`src/rtl/wb_port_arbiter_pkg.sv`:
```
// Shared definitions for the register-file writeback arbiter: packet layout,
// arbiter FSM encoding and default sizing.
package wb_port_arbiter_pkg;

   localparam int PKT_W         = 12;
   localparam int ENTRY_W       = 11;
   localparam int REG_WRITE_BIT = 11;
   localparam int DATA_MSB      = 10;
   localparam int DATA_LSB      = 3;
   localparam int RD_MSB        = 2;
   localparam int RD_LSB        = 0;

   localparam int DEFAULT_DEPTH        = 2;
   localparam int DEFAULT_STARVE_LIMIT = 4;

   typedef enum logic [1:0] {
      ST_NORMAL = 2'd0,
      ST_ARM    = 2'd1,
      ST_FORCE  = 2'd2
   } arb_state_e;

endpackage

```
`src/rtl/wb_port_arbiter_fifo.sv`:
```
// wb_req_fifo: small circular FIFO holding multi-cycle writeback requests
// as {data, rd}; pointers wrap modulo DEPTH.
module wb_req_fifo
   import wb_port_arbiter_pkg::*;
#(
   parameter int DEPTH = DEFAULT_DEPTH,
   localparam int CNT_W = $clog2(DEPTH + 1)
) (
   input  logic               clk,
   input  logic               reset,
   input  logic               push,
   input  logic [ENTRY_W-1:0] push_entry,
   input  logic               pop,
   output logic [ENTRY_W-1:0] head,
   output logic [CNT_W-1:0]   count
);

   localparam int PTR_W = (DEPTH > 1) ? $clog2(DEPTH) : 1;

   logic [ENTRY_W-1:0] mem_q [DEPTH];
   logic [PTR_W-1:0]   wr_ptr_q, wr_ptr_d;
   logic [PTR_W-1:0]   rd_ptr_q, rd_ptr_d;
   logic [CNT_W-1:0]   count_q, count_d;

   function automatic logic [PTR_W-1:0] ptr_inc(input logic [PTR_W-1:0] p);
      return (p == PTR_W'(DEPTH - 1)) ? '0 : p + PTR_W'(1);
   endfunction

   always_comb begin
      wr_ptr_d = push ? ptr_inc(wr_ptr_q) : wr_ptr_q;
      rd_ptr_d = pop  ? ptr_inc(rd_ptr_q) : rd_ptr_q;
      count_d  = count_q;
      if (push && !pop)
         count_d = count_q + CNT_W'(1);
      else if (pop && !push)
         count_d = count_q - CNT_W'(1);
   end

   always_ff @(posedge clk) begin
      if (!reset) begin
         wr_ptr_q <= '0;
         rd_ptr_q <= '0;
         count_q  <= '0;
      end else begin
         wr_ptr_q <= wr_ptr_d;
         rd_ptr_q <= rd_ptr_d;
         count_q  <= count_d;
      end
   end

   // Storage needs no reset: occupancy alone decides what is valid.
   always_ff @(posedge clk) begin
      if (push)
         mem_q[wr_ptr_q] <= push_entry;
   end

   assign head  = mem_q[rd_ptr_q];
   assign count = count_q;

endmodule

```
`src/rtl/wb_port_arbiter.sv`:
```
// Arbitrates the single register-file write port between the pipeline
// writeback and a FIFO of multi-cycle results, with starvation forcing.
module wb_port_arbiter
   import wb_port_arbiter_pkg::*;
#(
   parameter int DEPTH        = DEFAULT_DEPTH,
   parameter int STARVE_LIMIT = DEFAULT_STARVE_LIMIT
) (
   input  logic             clk,
   input  logic             reset,
   input  logic [PKT_W-1:0] pl_wb,
   input  logic             mc_valid,
   input  logic [7:0]       mc_data,
   input  logic [2:0]       mc_rd,
   output logic             mc_ready,
   output logic             stall,
   output logic             rf_we,
   output logic [2:0]       rf_waddr,
   output logic [7:0]       rf_wdata,
   output logic [1:0]       fifo_count,
   output logic             drop_err
);

   localparam int CNT_W = $clog2(DEPTH + 1);
   localparam int STV_W = (STARVE_LIMIT > 0) ? $clog2(STARVE_LIMIT + 1) : 1;

   arb_state_e         state_q, state_d;
   logic [STV_W-1:0]   starve_q, starve_d;
   logic               stall_q, stall_d;
   logic               rf_we_q, rf_we_d;
   logic [2:0]         rf_waddr_q, rf_waddr_d;
   logic [7:0]         rf_wdata_q, rf_wdata_d;
   logic               drop_err_q, drop_err_d;

   logic               pl_req;
   logic               grant_pl, grant_fifo;
   logic               fifo_push, fifo_empty;
   logic [ENTRY_W-1:0] fifo_head;
   logic [CNT_W-1:0]   fifo_cnt;

   assign pl_req     = pl_wb[REG_WRITE_BIT];
   assign fifo_empty = (fifo_cnt == '0);
   assign mc_ready   = (fifo_cnt < CNT_W'(DEPTH));
   assign fifo_push  = mc_valid && mc_ready;

   wb_req_fifo #(.DEPTH(DEPTH)) u_fifo (
      .clk        (clk),
      .reset      (reset),
      .push       (fifo_push),
      .push_entry ({mc_data, mc_rd}),
      .pop        (grant_fifo),
      .head       (fifo_head),
      .count      (fifo_cnt)
   );

   always_comb begin
      state_d    = state_q;
      drop_err_d = drop_err_q;
      grant_pl   = 1'b0;
      grant_fifo = 1'b0;
      case (state_q)
         ST_FORCE: begin
            // The FIFO owns the port this cycle; a pipeline write is lost.
            grant_fifo = !fifo_empty;
            if (pl_req)
               drop_err_d = 1'b1;
            state_d = ST_NORMAL;
         end
         ST_ARM: begin
            grant_pl   = pl_req;
            grant_fifo = !pl_req && !fifo_empty;
            state_d    = ST_FORCE;
         end
         default: begin
            grant_pl   = pl_req;
            grant_fifo = !pl_req && !fifo_empty;
         end
      endcase

      starve_d = starve_q;
      if (state_q == ST_FORCE || fifo_empty || grant_fifo)
         starve_d = '0;
      else if (starve_q < STV_W'(STARVE_LIMIT))
         starve_d = starve_q + STV_W'(1);

      if (state_q == ST_NORMAL && starve_d >= STV_W'(STARVE_LIMIT))
         state_d = ST_ARM;

      stall_d    = (state_d == ST_ARM);
      rf_we_d    = grant_pl || grant_fifo;
      rf_waddr_d = rf_waddr_q;
      rf_wdata_d = rf_wdata_q;
      if (grant_pl) begin
         rf_waddr_d = pl_wb[RD_MSB:RD_LSB];
         rf_wdata_d = pl_wb[DATA_MSB:DATA_LSB];
      end else if (grant_fifo) begin
         rf_waddr_d = fifo_head[RD_MSB:RD_LSB];
         rf_wdata_d = fifo_head[DATA_MSB:DATA_LSB];
      end
   end

   always_ff @(posedge clk) begin
      if (!reset) begin
         state_q    <= ST_NORMAL;
         starve_q   <= '0;
         stall_q    <= 1'b0;
         rf_we_q    <= 1'b0;
         rf_waddr_q <= '0;
         rf_wdata_q <= '0;
         drop_err_q <= 1'b0;
      end else begin
         state_q    <= state_d;
         starve_q   <= starve_d;
         stall_q    <= stall_d;
         rf_we_q    <= rf_we_d;
         rf_waddr_q <= rf_waddr_d;
         rf_wdata_q <= rf_wdata_d;
         drop_err_q <= drop_err_d;
      end
   end

   assign stall      = stall_q;
   assign rf_we      = rf_we_q;
   assign rf_waddr   = rf_waddr_q;
   assign rf_wdata   = rf_wdata_q;
   assign drop_err   = drop_err_q;
   assign fifo_count = 2'(fifo_cnt);

endmodule

```
`config.mk`:
```
export PLATFORM = sky130hd
export DESIGN_NAME = wb_port_arbiter
export DESIGN_NICKNAME = d
export VERILOG_FILES = /design/src/rtl/wb_port_arbiter_pkg.sv /design/src/rtl/wb_port_arbiter_fifo.sv /design/src/rtl/wb_port_arbiter.sv
export SDC_FILE = /design/constraint.sdc
export NUM_CORES = 1
export LEC_CHECK = 0
export CELL_PAD_IN_SITES_DETAIL_PLACEMENT = 1
export CELL_PAD_IN_SITES_GLOBAL_PLACEMENT = 2
export CORE_MARGIN = 8
export CORE_UTILIZATION = 25
export DETAILED_ROUTE_END_ITERATION = 10
export PLACE_DENSITY_LB_ADDON = 0.12
export SYNTH_ARGS = -nofsm -noshare
export SYNTH_HDL_FRONTEND = slang
export SYNTH_SLANG_ARGS = --single-unit
```
`constraint.sdc`:
```
create_clock -name clk -period 1.8 [get_ports clk]
set_clock_uncertainty 0.2 [all_clocks]
set_input_delay 0.36 -clock clk [delete_from_list [all_inputs] [get_ports clk]]
set_output_delay 0.36 -clock clk [all_outputs]
set_load 0.05 [all_outputs]
```
==> metrics.txt <==
WL met3=~190 µm; static leakage=between 1 and 1.5 nW; grt ovf=0; Yosys top cell area share=0.342; Routed WL per cell=roughly 14 µm; ys flop type=dfxtp_1; Crit Path Max Fanout=2; clk buf depth=2; Worst VDD drop=slightly below 0.5 mV; first-pass GRT wire length=just over 7000 µm; Seq/Total Area, Yosys=0.590; Synth area leaders=edfxtp_1 (34%), dfxtp_1 (25%), mux2i_1 (6.2%); Syn Nets=~180; Pre-antenna DRT Iters=3; clk sink count=46; CTS tree=done; Synth Area per Inst=roughly 13 µm²; vias=about 1200; commonest non-fill, non-tap cell in the layout=clkdlybuf4s50_1; Final Util=0.375; pwr dens=1300 nW/µm²; number of global-route vias before repair=1334; Clock transition at path regs=0.09 ns; Port-buffer cells=42; pin count of the biggest net entering global routing=17; worst endpoint data arrival time=between 1.5 and 2 ns; yosys warns=0; Netlist Area Pre-Place=between 1500 and 2000 µm²; hold slack final=approximately 0.24 ns; startpoint class of the critical path=input port; nets=231; Inserted Clock Buffers=5; I/O Pins=between 40 and 50; Final Non-Filler Cells=just over 300; status=completed; initial antenna violation count=0; EDFF count, synth=22; synthesis-to-layout area growth=47.5%; Min-Delay Path Class=reg -> reg; diode count=0; Mapped Cells=roughly 150; # fillers=approximately 800; CTS root buf=clkbuf_8; worst skew pair latency=0.29 ns; die area=10800 µm²; H-tree levels=2; pin slew with the least headroom to its limit=0.272 ns; GP Congestion=0.666; RSZ-0062 raised after global routing=true; post-route ant nets=0; WL met2=about 2000 µm; final hold violation count=0; CORE AREA=around 7600 µm²; Core Rows=32; layout cells sized above 1=0.387; flops & latches, synth=46; Final Max Tran Viols=0; placed cells=around 300; die height=between 100 and 150 µm; Slowest-stage cell, CP=clkdlybuf4s50_1; maximum capacitance violations=0; final period utilization=0.998; Post-DP HPWL=roughly 3500 µm; synth unique cells=31; Req. time, crit path=between 1.5 and 2 ns; most frequent cells in the layout=clkdlybuf4s50_1 (24), edfxtp_1 (22), dfxtp_1 (21), buf_12 (18); DRC Markers=0; WL final=around 4300 µm; gr usage total=0.0829; Max Freq=approximately 560 MHz; Met1 Wirelength=roughly 2100 µm; endpoints failing setup=0; Via density=4.02; Rel. slew slack=0.818; Setup CP Type=in -> reg; Die Width=between 100 and 150 µm; DRT iter0 DRCs=47; CP endpoint kind=register; max incr delay on CP=between 0.4 and 0.5 ns; Initial Util=0.254; top layer used by detailed routing=met4; Synth area leader=edfxtp_1; post-synthesis async set-or-reset flop share=0; Final Critical Period=~1.8 ns; critical path, cell by cell=clkdlybuf4s50_1 > nor2b_1 > ha_4 > xor2_2 > or3_4 > a21boi_2
registers in the layout, indices dropped and copies added, names as in the netlist, 2 cells and up, named ones only:
register	flops
starve_q	3
u_fifo.count	2
rf_waddr	3
rf_wdata	8
u_fifo.mem_q	22
state_q	2
path summary, 6_finish.rpt:
| kind | cells after the start | startpoint | slack [ns] | to |
|---|---|---|---|---|
| worst min register to register | 1 | state_q[0] | 0.24 | stall |
| worst min-delay path | 1 | state_q[0] | 0.24 | stall |
| worst max-delay path | 6 | mc_valid | 0.004 | u_fifo.count[1] |
| worst max register to register | 7 | state_q[0] | 0.01 | u_fifo.count[1] |
layer usage:
metal | vias to the layer above | global-route usage
met4 | 0 | 0.0217
li1 | 625 | -
met1 | 575 | 0.109
met2 | 29 | 0.126
met3 | 2 | 0.0285
met5 | - | 0
worst max-delay path, delay by kind of cell:
kind            cells  cell delay [ns]
compound gates      1             0.15
simple gates        2             0.63
xor+xnor            1             0.06
buf+inv             1             0.44
fa+ha+maj           1             0.18
cell type report:
| type | instances | area [µm²] | share of cell area |
|---|---|---|---|
| inverter | 3 | 11.3 | 0.00395 |
| clock inverter | 3 | 25.0 | 0.00877 |
| tap | 102 | 128 | 0.0447 |
| timing repair buffer | 57 | 714 | 0.250 |
| clock buffer | 5 | 68.8 | 0.0241 |
| multi-input combinational | 90 | 757 | 0.265 |
| sequential | 46 | 1150 | 0.403 |
cell usage after synthesis, drive strengths merged (2+ instances only):
| cell | instances |
|---|---|
| a21boi | 13 |
| and2 | 6 |
| buf | 6 |
| clkbuf | 2 |
| dfxtp | 24 |
| edfxtp | 22 |
| ha | 2 |
| inv | 3 |
| mux2i | 12 |
| nand2 | 23 |
| nor2 | 6 |
| nor2b | 3 |
| o211ai | 11 |
| o21a | 2 |
| xor2 | 3 |
stage by stage:
step	setup WS (ns)	setup TNS [ns]	instance area, µm²	total power [mW]
finish	0.00427	0	2850	3.70
global route	-0.0603	-0.165	2850	3.92
CTS	0.00407	0	2810	3.71
detailed placement	-0.380	-4.19	2720	3.04
global placement	-0.285	-3.72	2720	2.99
floorplan	0.00740	0	1950	2.44
power by group:
part | switching, mW | internal, mW
Clock | 0.373 | 0.281
Combinational | 0.861 | 0.771
Sequential | 0.134 | 1.28
cell families (layout without fill, tap and decap cells):
group | count (synthesis) | count (layout) | synth area share
buffers and inverters | 11 | 68 | 0.0394
xor gates and xnor gates | 4 | 4 | 0.0181
adders and majority gates | 2 | 2 | 0.0129
DFF | 46 | 46 | 0.590
and+or+nand+nor | 43 | 43 | 0.127
AOI/OAI and AO/OA | 29 | 29 | 0.151
muxes | 12 | 12 | 0.0621
what timing repair did:
action,CTS,global route
setup endpoints to repair,1,1
hold buffers,0,0
cloned,0,0
hold endpoints to repair,0,0
pin swaps,3,3
gates resized for setup,3,6
buffers inserted,0,1
No activity file was read; power rests on OpenSTA's default activity.
